$ cat src/rtl/bp_update_ctrl_pkg.sv
// rtl/bp_update_ctrl_pkg.sv - shared widths, encodings and counter helper for the predictor update scheduler
package bp_update_ctrl_pkg;

  localparam int WORD_SIZE    = 16;
  localparam int BTB_IDX_SIZE = 8;
  localparam int TAG_W        = WORD_SIZE - BTB_IDX_SIZE;

  localparam logic [TAG_W-1:0] TAG_INIT = TAG_W'(1);
  localparam logic [1:0]       BHT_INIT = 2'b10;
  localparam logic [1:0]       WR_ROW   = 2'b11;
  localparam logic [1:0]       WR_BHT   = 2'b01;

  typedef enum logic {
    ST_CLEAR = 1'b0,
    ST_RUN   = 1'b1
  } state_e;

  typedef struct packed {
    logic [WORD_SIZE-1:0] pc;
    logic [WORD_SIZE-1:0] target;
  } id_entry_t;

  function automatic logic [1:0] bht_next(input logic [1:0] cur, input logic taken);
    if (taken) return (cur == 2'b11) ? cur : cur + 2'b01;
    return (cur == 2'b00) ? cur : cur - 2'b01;
  endfunction

endpackage

$ cat src/rtl/bp_update_ctrl_if.sv
// rtl/bp_update_ctrl_if.sv - update request, table read and table write bundle
interface bp_update_ctrl_if;
  import bp_update_ctrl_pkg::*;

  logic                    id_upd_valid;
  logic                    id_upd_ready;
  logic [WORD_SIZE-1:0]    id_upd_pc;
  logic [WORD_SIZE-1:0]    id_upd_target;
  logic                    ex_upd_valid;
  logic [WORD_SIZE-1:0]    ex_upd_pc;
  logic                    ex_upd_taken;
  logic [BTB_IDX_SIZE-1:0] rd_idx;
  logic [TAG_W-1:0]        rd_tag;
  logic [1:0]              rd_bht;
  logic                    wr_en;
  logic [1:0]              wr_mask;
  logic [BTB_IDX_SIZE-1:0] wr_idx;
  logic [TAG_W-1:0]        wr_tag;
  logic [WORD_SIZE-1:0]    wr_target;
  logic [1:0]              wr_bht;

  modport slave (
    input  id_upd_valid, id_upd_pc, id_upd_target,
    input  ex_upd_valid, ex_upd_pc, ex_upd_taken,
    input  rd_tag, rd_bht,
    output id_upd_ready, rd_idx,
    output wr_en, wr_mask, wr_idx, wr_tag, wr_target, wr_bht
  );

  modport master (
    output id_upd_valid, id_upd_pc, id_upd_target,
    output ex_upd_valid, ex_upd_pc, ex_upd_taken,
    output rd_tag, rd_bht,
    input  id_upd_ready, rd_idx,
    input  wr_en, wr_mask, wr_idx, wr_tag, wr_target, wr_bht
  );

endinterface

$ cat src/rtl/bp_upd_fifo.sv
// rtl/bp_upd_fifo.sv - two-entry queue of ID allocate requests; flush wins over push
module bp_upd_fifo
  import bp_update_ctrl_pkg::*;
(
  input  logic      clk,
  input  logic      rst_n,
  input  logic      flush,
  input  logic      push,
  input  id_entry_t push_data,
  input  logic      pop,
  output id_entry_t head,
  output logic      full,
  output logic      empty
);

  id_entry_t  mem_q [2];
  id_entry_t  mem_d [2];
  logic       wptr_q, wptr_d;
  logic       rptr_q, rptr_d;
  logic [1:0] cnt_q, cnt_d;
  logic       do_push, do_pop;

  assign full  = (cnt_q == 2'd2);
  assign empty = (cnt_q == 2'd0);
  assign head  = mem_q[rptr_q];

  // a full queue still takes a push when the head leaves in the same cycle
  assign do_push = push && (!full || pop);
  assign do_pop  = pop && !empty;

  always_comb begin
    mem_d  = mem_q;
    wptr_d = wptr_q;
    rptr_d = rptr_q;
    cnt_d  = cnt_q;
    if (flush) begin
      wptr_d = 1'b0;
      rptr_d = 1'b0;
      cnt_d  = 2'd0;
    end else begin
      if (do_push) begin
        mem_d[wptr_q] = push_data;
        wptr_d        = ~wptr_q;
      end
      if (do_pop) rptr_d = ~rptr_q;
      cnt_d = cnt_q + {1'b0, do_push} - {1'b0, do_pop};
    end
  end

  always_ff @(posedge clk or negedge rst_n) begin
    if (!rst_n) begin
      mem_q[0] <= '0;
      mem_q[1] <= '0;
      wptr_q   <= 1'b0;
      rptr_q   <= 1'b0;
      cnt_q    <= 2'd0;
    end else begin
      mem_q  <= mem_d;
      wptr_q <= wptr_d;
      rptr_q <= rptr_d;
      cnt_q  <= cnt_d;
    end
  end

endmodule

$ cat src/rtl/bp_update_ctrl.sv
// rtl/bp_update_ctrl.sv - single write port scheduler for BTB/BHT updates with clear walk
// BP_UPD_STATS_EN adds saturating BHT-write and ID-stall counters.
module bp_update_ctrl
  import bp_update_ctrl_pkg::*;
(
  input  logic clk,
  input  logic reset_n,
  input  logic flush_req,
  output logic busy,
`ifdef BP_UPD_STATS_EN
  output logic [15:0] stat_bht_upd,
  output logic [15:0] stat_id_stall,
`endif
  bp_update_ctrl_if.slave bus
);

  state_e                  state_q, state_d;
  logic [BTB_IDX_SIZE-1:0] cnt_q, cnt_d;
  logic                    busy_q, busy_d;
  logic                    wr_en_q, wr_en_d;
  logic [1:0]              wr_mask_q, wr_mask_d;
  logic [BTB_IDX_SIZE-1:0] wr_idx_q, wr_idx_d;
  logic [TAG_W-1:0]        wr_tag_q, wr_tag_d;
  logic [WORD_SIZE-1:0]    wr_target_q, wr_target_d;
  logic [1:0]              wr_bht_q, wr_bht_d;

  id_entry_t               fifo_head;
  logic                    fifo_full, fifo_empty, fifo_push, fifo_pop;
  logic                    id_ready;
  logic [BTB_IDX_SIZE-1:0] ex_idx;
  logic [TAG_W-1:0]        ex_tag, cur_tag;
  logic [1:0]              cur_bht;
  logic                    pend_hit;

  assign ex_idx      = bus.ex_upd_pc[BTB_IDX_SIZE-1:0];
  assign ex_tag      = bus.ex_upd_pc[WORD_SIZE-1:BTB_IDX_SIZE];
  assign bus.rd_idx  = ex_idx;
  assign id_ready    = (state_q == ST_RUN) && !fifo_full;
  assign bus.id_upd_ready = id_ready;
  assign fifo_push   = bus.id_upd_valid && id_ready;

  // the write on wr_* lands at the coming edge, so the table read is one write stale
  assign pend_hit = wr_en_q && (wr_idx_q == ex_idx);
  assign cur_tag  = (pend_hit && wr_mask_q[1]) ? wr_tag_q : bus.rd_tag;
  assign cur_bht  = (pend_hit && wr_mask_q[0]) ? wr_bht_q : bus.rd_bht;

  bp_upd_fifo u_fifo (
    .clk       (clk),
    .rst_n     (reset_n),
    .flush     (flush_req),
    .push      (fifo_push),
    .push_data ({bus.id_upd_pc, bus.id_upd_target}),
    .pop       (fifo_pop),
    .head      (fifo_head),
    .full      (fifo_full),
    .empty     (fifo_empty)
  );

  always_comb begin
    state_d     = state_q;
    cnt_d       = cnt_q;
    busy_d      = busy_q;
    wr_en_d     = 1'b0;
    wr_mask_d   = 2'b00;
    wr_idx_d    = '0;
    wr_tag_d    = '0;
    wr_target_d = '0;
    wr_bht_d    = 2'b00;
    fifo_pop    = 1'b0;
    case (state_q)
      ST_CLEAR: begin
        if (flush_req) begin
          cnt_d = '0;
        end else begin
          wr_en_d   = 1'b1;
          wr_mask_d = WR_ROW;
          wr_idx_d  = cnt_q;
          wr_tag_d  = TAG_INIT;
          wr_bht_d  = BHT_INIT;
          cnt_d     = cnt_q + BTB_IDX_SIZE'(1);
          if (cnt_q == {BTB_IDX_SIZE{1'b1}}) begin
            state_d = ST_RUN;
            busy_d  = 1'b0;
          end
        end
      end
      ST_RUN: begin
        if (flush_req) begin
          state_d = ST_CLEAR;
          cnt_d   = '0;
          busy_d  = 1'b1;
        end else if (bus.ex_upd_valid) begin
          // a tag miss means the row was reallocated; the outcome is simply dropped
          if (cur_tag == ex_tag) begin
            wr_en_d   = 1'b1;
            wr_mask_d = WR_BHT;
            wr_idx_d  = ex_idx;
            wr_bht_d  = bht_next(cur_bht, bus.ex_upd_taken);
          end
        end else if (!fifo_empty) begin
          fifo_pop    = 1'b1;
          wr_en_d     = 1'b1;
          wr_mask_d   = WR_ROW;
          wr_idx_d    = fifo_head.pc[BTB_IDX_SIZE-1:0];
          wr_tag_d    = fifo_head.pc[WORD_SIZE-1:BTB_IDX_SIZE];
          wr_target_d = fifo_head.target;
          wr_bht_d    = BHT_INIT;
        end
      end
      default: state_d = ST_CLEAR;
    endcase
  end

  always_ff @(posedge clk or negedge reset_n) begin
    if (!reset_n) begin
      state_q     <= ST_CLEAR;
      cnt_q       <= '0;
      busy_q      <= 1'b1;
      wr_en_q     <= 1'b0;
      wr_mask_q   <= 2'b00;
      wr_idx_q    <= '0;
      wr_tag_q    <= '0;
      wr_target_q <= '0;
      wr_bht_q    <= 2'b00;
    end else begin
      state_q     <= state_d;
      cnt_q       <= cnt_d;
      busy_q      <= busy_d;
      wr_en_q     <= wr_en_d;
      wr_mask_q   <= wr_mask_d;
      wr_idx_q    <= wr_idx_d;
      wr_tag_q    <= wr_tag_d;
      wr_target_q <= wr_target_d;
      wr_bht_q    <= wr_bht_d;
    end
  end

  assign busy          = busy_q;
  assign bus.wr_en     = wr_en_q;
  assign bus.wr_mask   = wr_mask_q;
  assign bus.wr_idx    = wr_idx_q;
  assign bus.wr_tag    = wr_tag_q;
  assign bus.wr_target = wr_target_q;
  assign bus.wr_bht    = wr_bht_q;

`ifdef BP_UPD_STATS_EN
  logic [15:0] stat_bht_q, stat_bht_d;
  logic [15:0] stat_stall_q, stat_stall_d;

  always_comb begin
    stat_bht_d   = stat_bht_q;
    stat_stall_d = stat_stall_q;
    if (wr_en_d && (wr_mask_d == WR_BHT) && (stat_bht_q != 16'hFFFF))
      stat_bht_d = stat_bht_q + 16'd1;
    if (bus.id_upd_valid && !id_ready && (stat_stall_q != 16'hFFFF))
      stat_stall_d = stat_stall_q + 16'd1;
  end

  always_ff @(posedge clk or negedge reset_n) begin
    if (!reset_n) begin
      stat_bht_q   <= 16'd0;
      stat_stall_q <= 16'd0;
    end else begin
      stat_bht_q   <= stat_bht_d;
      stat_stall_q <= stat_stall_d;
    end
  end

  assign stat_bht_upd  = stat_bht_q;
  assign stat_id_stall = stat_stall_q;
`endif

endmodule

$ cat src/flat_wrapper.sv
// flat-port wrapper written by rule: the top's interface ports become plain ports
module bp_update_ctrl_flat import bp_update_ctrl_pkg::*;
  (clk, reset_n, flush_req, busy, bus_id_upd_valid, bus_id_upd_pc, bus_id_upd_target, bus_ex_upd_valid, bus_ex_upd_pc, bus_ex_upd_taken, bus_rd_tag, bus_rd_bht, bus_id_upd_ready, bus_rd_idx, bus_wr_en, bus_wr_mask, bus_wr_idx, bus_wr_tag, bus_wr_target, bus_wr_bht);
  bp_update_ctrl_if bus_i ();
  input  logic clk;
  input  logic reset_n;
  input  logic flush_req;
  output logic busy;
  input wire logic [$bits(bus_i.id_upd_valid)-1:0] bus_id_upd_valid;
  input wire logic [$bits(bus_i.id_upd_pc)-1:0] bus_id_upd_pc;
  input wire logic [$bits(bus_i.id_upd_target)-1:0] bus_id_upd_target;
  input wire logic [$bits(bus_i.ex_upd_valid)-1:0] bus_ex_upd_valid;
  input wire logic [$bits(bus_i.ex_upd_pc)-1:0] bus_ex_upd_pc;
  input wire logic [$bits(bus_i.ex_upd_taken)-1:0] bus_ex_upd_taken;
  input wire logic [$bits(bus_i.rd_tag)-1:0] bus_rd_tag;
  input wire logic [$bits(bus_i.rd_bht)-1:0] bus_rd_bht;
  output wire logic [$bits(bus_i.id_upd_ready)-1:0] bus_id_upd_ready;
  output wire logic [$bits(bus_i.rd_idx)-1:0] bus_rd_idx;
  output wire logic [$bits(bus_i.wr_en)-1:0] bus_wr_en;
  output wire logic [$bits(bus_i.wr_mask)-1:0] bus_wr_mask;
  output wire logic [$bits(bus_i.wr_idx)-1:0] bus_wr_idx;
  output wire logic [$bits(bus_i.wr_tag)-1:0] bus_wr_tag;
  output wire logic [$bits(bus_i.wr_target)-1:0] bus_wr_target;
  output wire logic [$bits(bus_i.wr_bht)-1:0] bus_wr_bht;
  assign bus_i.id_upd_valid = bus_id_upd_valid;
  assign bus_i.id_upd_pc = bus_id_upd_pc;
  assign bus_i.id_upd_target = bus_id_upd_target;
  assign bus_i.ex_upd_valid = bus_ex_upd_valid;
  assign bus_i.ex_upd_pc = bus_ex_upd_pc;
  assign bus_i.ex_upd_taken = bus_ex_upd_taken;
  assign bus_i.rd_tag = bus_rd_tag;
  assign bus_i.rd_bht = bus_rd_bht;
  assign bus_id_upd_ready = bus_i.id_upd_ready;
  assign bus_rd_idx = bus_i.rd_idx;
  assign bus_wr_en = bus_i.wr_en;
  assign bus_wr_mask = bus_i.wr_mask;
  assign bus_wr_idx = bus_i.wr_idx;
  assign bus_wr_tag = bus_i.wr_tag;
  assign bus_wr_target = bus_i.wr_target;
  assign bus_wr_bht = bus_i.wr_bht;
  bp_update_ctrl u_core (.clk(clk), .reset_n(reset_n), .flush_req(flush_req), .busy(busy), .bus(bus_i));
endmodule
$ cat config.mk
export PLATFORM = sky130hd
export DESIGN_NAME = bp_update_ctrl_flat
export DESIGN_NICKNAME = d
export VERILOG_FILES = /design/src/rtl/bp_update_ctrl_pkg.sv /design/src/rtl/bp_update_ctrl_if.sv /design/src/rtl/bp_upd_fifo.sv /design/src/rtl/bp_update_ctrl.sv /design/src/flat_wrapper.sv
export SDC_FILE = /design/constraint.sdc
export NUM_CORES = 1
export LEC_CHECK = 0
export BUFFER_PORTS_ARGS = -buffer_cell sky130_fd_sc_hd__buf_4
export CORE_MARGIN = 8
export CORE_UTILIZATION = 30
export CTS_BUF_LIST = sky130_fd_sc_hd__clkbuf_2 sky130_fd_sc_hd__clkbuf_4 sky130_fd_sc_hd__clkbuf_8
export DETAILED_ROUTE_END_ITERATION = 8
export PLACE_DENSITY = 0.56
export SLEW_MARGIN = 0
export SYNTH_ARGS = -nofsm -noshare
export SYNTH_HDL_FRONTEND = slang
export SYNTH_SLANG_ARGS = --single-unit
$ cat constraint.sdc
create_clock -name clk -period 2.2 [get_ports clk]
set_clock_uncertainty 0.15 [all_clocks]
set_input_delay 0.44 -clock clk [delete_from_list [all_inputs] [get_ports clk]]
set_output_delay 0.44 -clock clk [all_outputs]
set_load 0.02 [all_outputs]
After elaboration in Yosys (flattened, before gate mapping)
Cells that the tools add are included.
{ "op_classes": {"addsub": 5, "n_lt_le_gt_ge": 3, "n_eq_ne": 8, "n_mux": 67, "bitwise_logic": 6, "n_reduce_logical": 17} }
{ "ops": {"columns": ["op", "n"], "rows": [
  ["$mux W32", 4],
  ["$mux W8", 10],
  ["$bwmux W64", 1],
  ["$mux W16", 4],
  ["$pmux W8 S2", 3],
  ["$demux W32 S1", 1],
  ["$mux W2", 15],
  ["$mux W1", 24],
  ["$eq A8 B8 Y1", 2],
  ["$add A8 B1 Y8 const B", 1],
  ["$eq A8 B8 Y1 const B", 1],
  ["$logic_and A1 B1 Y1", 8],
  ["$pmux W2 S2", 2],
  ["$pmux W1 S2", 3],
  ["$eq A2 B2 Y1 const B", 2],
  ["$ge A2 B2 Y1 const B", 2],
  ["$logic_not A2 Y1", 2],
  ["$ne A2 B2 Y1 const B", 2],
  ["$not A1 Y1", 4],
  ["$not A1 Y2", 2],
  ["$reduce_bool A2 Y1", 2],
  ["$reduce_and A3 Y1", 1],
  ["$add A2 B1 Y2", 1],
  ["$add A2 B1 Y2 const B", 1],
  ["other kinds (7)", 8]
]} }
{ "totals": {"ff_bits": 115, "output_inout_bits": 47, "elab_cells": 122} }

Logic depth before layout (Yosys ltp)
{ "depth": {"depth_word": 14, "ltp_mapped": 10, "mapped_depth_nobuf": 8} }

Cells and area by module
A second synthesis with hierarchy kept.
{ "unflattened": {"hier_cells": 420, "hier_area_um2": 5430.2} }
{ "by_module_without_submodules": {"columns": ["mod", "n_inst", "cells_per_inst", "area_each_um2", "seq_area_each_um2"], "rows": [
  ["bp_upd_fifo", 1, 196, 3109.2, 1701.6],
  ["bp_update_ctrl", 1, 224, 2321.0, 1152.4]
]} }

Worst setup path before layout
No wires, ideal clock.
{ "synth_timing": {"path_type": "reg2reg", "start": "register u_core.u_fifo.cnt_q[1]", "end": "register u_core.u_fifo.cnt_q[0]", "setup_ps": 132, "t_arrival_ps": 1989, "required_ps": 1918, "setup_slack_ps": -71, "stages_incl_launch_ff": 10, "synth_period_minus_slack_ps": 2271, "cell_sequence": "dfrtp_1 -> o21bai_1 -> or2_2 -> clkbuf_1 -> clkbuf_1 -> inv_1 -> ha_1 -> inv_1 -> ha_1 -> nor2b_1"} }
{ "synth_via": {"elab_chain_cells": 10} }
{ "synth_rtl": {"columns": ["item", "line_no", "rtl"], "rows": [
  ["start, declared", "bp_upd_fifo.sv:20", "logic [1:0] cnt_q, cnt_d;"],
  ["start signal, assigned", "bp_upd_fifo.sv:61", "cnt_q <= cnt_d;"],
  ["$logic_not A2 Y1", "bp_upd_fifo.sv:24", "assign empty = (cnt_q == 2'd0);"],
  ["$mux W1", "bp_update_ctrl.sv:100", "end else if (!fifo_empty) begin"],
  ["$mux W1", "bp_update_ctrl.sv:92", "end else if (bus.ex_upd_valid) begin"],
  ["$mux W1", "bp_update_ctrl.sv:88", "if (flush_req) begin"],
  ["$mux W1", "bp_update_ctrl.sv:70", "case (state_q)"],
  ["$logic_or A1 B1 Y1", "bp_upd_fifo.sv:28", "assign do_push = push && (!full || pop);"],
  ["$logic_and A1 B1 Y1", "bp_upd_fifo.sv:28", null],
  ["$add A2 B1 Y2", "bp_upd_fifo.sv:46", "cnt_d = cnt_q + {1'b0, do_push} - {1'b0, do_pop};"],
  ["$sub A2 B1 Y2 (*)", "bp_upd_fifo.sv:46", null],
  ["$mux W2 (*)", "bp_upd_fifo.sv:36", "if (flush) begin"],
  ["named net u_core.u_fifo.cnt_d[0]", "bp_upd_fifo.sv:20", null]
]} }
The timed path passes the listed nets; every way through them passes the cells marked *.
A chain may end at the register's enable or synchronous reset.

Worst setup path after layout
{ "layout_timing": {"start": "register u_core.wr_idx_q[3] (netlist: u_core.bus.wr_idx[3])", "end": "register u_core.wr_idx_q[1] (netlist: u_core.bus.wr_idx[1])"} }
{ "layout_via": {"elab_chain_cells": 9} }
{ "layout_rtl": {"columns": ["item", "line_no", "rtl"], "rows": [
  ["start, declared", "bp_update_ctrl.sv:22", "logic [BTB_IDX_SIZE-1:0] wr_idx_q, wr_idx_d;"],
  ["start signal, assigned", "bp_update_ctrl.sv:131", "wr_idx_q <= wr_idx_d;"],
  ["$eq A8 B8 Y1", "bp_update_ctrl.sv:43", "assign pend_hit = wr_en_q && (wr_idx_q == ex_idx);"],
  ["$logic_and A1 B1 Y1", "bp_update_ctrl.sv:43", null],
  ["$logic_and A1 B1 Y1", "bp_update_ctrl.sv:44", "assign cur_tag = (pend_hit && wr_mask_q[1]) ? wr_tag_q : bus.rd_tag;"],
  ["$mux W8", "bp_update_ctrl.sv:44", null],
  ["$eq A8 B8 Y1", "bp_update_ctrl.sv:94", "if (cur_tag == ex_tag) begin"],
  ["$mux W8", "bp_update_ctrl.sv:94", null],
  ["$mux W8", "bp_update_ctrl.sv:92", null],
  ["$mux W8", "bp_update_ctrl.sv:88", null],
  ["$pmux W8 S2", "bp_update_ctrl.sv:70", null],
  ["named net u_core.wr_idx_d[1]", "bp_update_ctrl.sv:22", null]
]} }
The timed path passes the listed nets, and every way through them passes these cells.

==> run summary <==
run status = finished, violations left
failing checks = negative setup slack
top cells by count, synth = dfrtp_1, mux2_2, nor2_1, mux2i_1, xnor2_1
Avg Inst Size Synth = 12.2 sq um
r2r endpoint = u_core.bus.wr_idx[1]
number of DRC markers in iteration 0 = 125
yosys warns = 0
Distinct cells, synth = 38
Horiz. Die Dim = 147 um
worst-path maximum fanout = 5
Synth top area share = 55.2%
Reg-to-Reg Start = u_core.bus.wr_idx[3]
fin. max-slew vios = 0
Async S/R FF share, synth = 100%
EDFF count, synth = 0
Die Area = 21,500 sq um
Critical Path Source = u_core.bus.wr_idx[3]
clock transition at the registers of the reported paths = 0.07 ns
Post-Layout Cell Count = 787
achievable clock frequency = 442 MHz
Syn Inst Count = 418
Worst Hold Class = in2reg
Hold Vio Cnt, Final = 0
WL/cell = 16.3 um
# setup viols final = 5
CP Data Arrival Time = 2.45 ns
# clock sinks = 114
critical path endpoint = u_core.bus.wr_idx[1]
Syn Nets = 485
TritonCTS clock tree = yes
Clock Latency Late Sink = 0.43 ns
vias in the first global route = 4,052
clock root cell = clkbuf_8
# IOs = 111
Synth area leader = dfrtp_1
min cycle time layout = 2.26 ns
Detailed Routing Iterations Pass 1 = 4
number of CTS-inserted buffers = 17
RSZ-0062 raised after global routing = true
IO buf count = 110
sequential share of the synthesized area = 55.7%
pwr dens = 636 nW/um^2
DRC Markers = 0
Crit path required time = 2.39 ns
CP Capture Type = flop
Cells after DPL = 748
Syn Std Cell Area = 5120 sq um
Vias = 3,577
Final #Nets = 621
Reg2Reg Depth = 7
row count = 47
grt ovf = 0
# diodes = 0
initial antenna violation count = 1
pre-CTS setup slack = -0.248 ns
part of the cycle the worst path needs = 103%
gr usage total = 12.6%
Post-synth top flop = dfrtp_1
max_slew headroom = 65.4%
Final Total Pwr = 4.34 mW
DR vias/cell = 4.55
Fill cells = 1,583
final WL = 12,800 um
Routed Antenna Nets = 0
Die H = 147 um
Worst-Margin Slew = 0.517 ns
VDD IR max = 0.000315 V
fraction of layout cells with a size suffix above 1 = 47.3%
H-Tree Depth = 4
largest cells by area after synthesis = dfrtp_1, mux2_2, mux2i_1
Setup CP Type = reg2reg
Clock Tree Buf Depth = 2
global-route wire length before repair = 21,600 um
max cap viols = 0
Starting Density = 30.8%
post-synthesis register bit count = 114
Final Util = 41.0%
GP Congestion = 0.822
Startpoint Class = flop
cell with the most instances after synthesis = dfrtp_1
Core Footprint = 16,600 sq um
area grow syn2layout = 33.3%
Final WS setup = -0.0638 ns
largest net degree at the start of global routing = 56
P_leak = 3.27 nW
register-to-register setup slack = -0.06 ns
hpwl dp = 9170 um
critical path, cell delays in order, from the launching register on:
cell	delay (ns)
dfrtp_1	0.41
xnor2_2	0.18
nand3_2	0.11
or4_4	0.56
mux2i_1	0.16
nand4_1	0.22
buf_6	0.21
o31ai_4	0.17
cell usage in the layout, fill, tap and decap left out, types with 3 or more instances in the layout:
cell,n
a21oi_1,13
and2b_2,6
buf_4,139
clkbuf_4,3
clkbuf_8,19
clkinv_2,6
dfrtp_1,112
ha_1,3
inv_1,12
mux2_2,65
mux2i_1,38
nand2_1,17
nand3_1,5
nand3_2,3
nor2_1,43
nor4_1,3
o21ai_0,5
o21ai_1,4
o21ai_2,4
o22ai_1,3
or3_1,4
xnor2_1,14
xnor2_2,5
xor2_1,6
registers in the layout (all words and copies together), names as in the netlist:
register              cells
u_core.busy               1
u_core.bus.wr_idx         8
u_core.bus.wr_target     16
u_core.u_fifo.wptr_q      1
u_core.cnt_q              8
u_core.state_q            1
u_core.bus.wr_mask        2
u_core.bus.wr_bht         2
u_core.u_fifo.rptr_q      1
u_core.u_fifo.mem_q      64
u_core.bus.wr_tag         8
u_core.u_fifo.cnt_q       2
report_power, final:
group / leakage, nW / switching [mW] / internal, mW / total, mW
clock: 0.196 / 0.821 / 0.979 / 1.80
sequential: 1.56 / 0.0309 / 2.15 / 2.18
combinational: 1.51 / 0.173 / 0.194 / 0.367
worst min path at each step:
stage	start	to	slack, ns	depth (start not counted)
floorplan	reset_n	u_core.bus.wr_bht[0]	-0.006	0
global placement	reset_n	u_core.bus.wr_idx[1]	0.24	1
detailed placement	reset_n	u_core.bus.wr_mask[0]	0.26	1
CTS	flush_req	u_core.u_fifo.wptr_q	0.01	2
global route	flush_req	u_core.u_fifo.wptr_q	0.03	2
finish	flush_req	u_core.u_fifo.wptr_q	0.06	2
per-stage QoR:
step | hold slack (ns) | instance area [sq um] | TNS, ns
finish | 0.0615 | 6830 | -0.110
global route | 0.0271 | 6830 | -1.35
CTS | 0.0148 | 6800 | -0.00814
detailed placement | 0.257 | 6310 | -2.08
global placement | 0.244 | 6310 | -1.51
floorplan | -0.00559 | 5120 | 0
cells by family (layout without fill, tap and decap cells):
family                     count (synthesis)  count (layout)  share of synthesized area, %
DFF                                      114             114                          55.7
muxes                                    103             103                          21.7
and+or+nand+nor                           95              95                          8.99
buffers and inverters                     39             188                          3.79
AOI/OAI and AO/OA                         37              37                          4.35
xor gates and xnor gates                  25              25                          4.28
adders and majority gates                  5               5                          1.12
timing repair:
item	4_1_cts	5_1_grt
setup endpoints to repair	10	11
hold endpoints to repair	28	0
cloned	1	0
hold buffers	1	0
pin swaps	10	11
resized for setup	12	13
setup buffers	4	1
layer usage:
metal | part of all wire (%) | global-route usage, %
met1 | 48 | 16.2
met4 | 1.2 | 4.22
met3 | 7.9 | 5.75
met5 | 0.094 | 0
met2 | 43 | 18.4
area by class of cell:
| class | instances | area (sq um) | share of cell area (%) |
|---|---|---|---|
| clock inverters | 10 | 85.1 | 1.25 |
| multi-input cells | 265 | 2170 | 31.7 |
| inverters | 12 | 45.0 | 0.660 |
| well taps | 220 | 275 | 4.03 |
| flip-flops and latches | 114 | 2860 | 41.8 |
| repair buffers | 144 | 1120 | 16.3 |
| clock buffers | 22 | 284 | 4.16 |
Power figures use the tool's default switching activity.
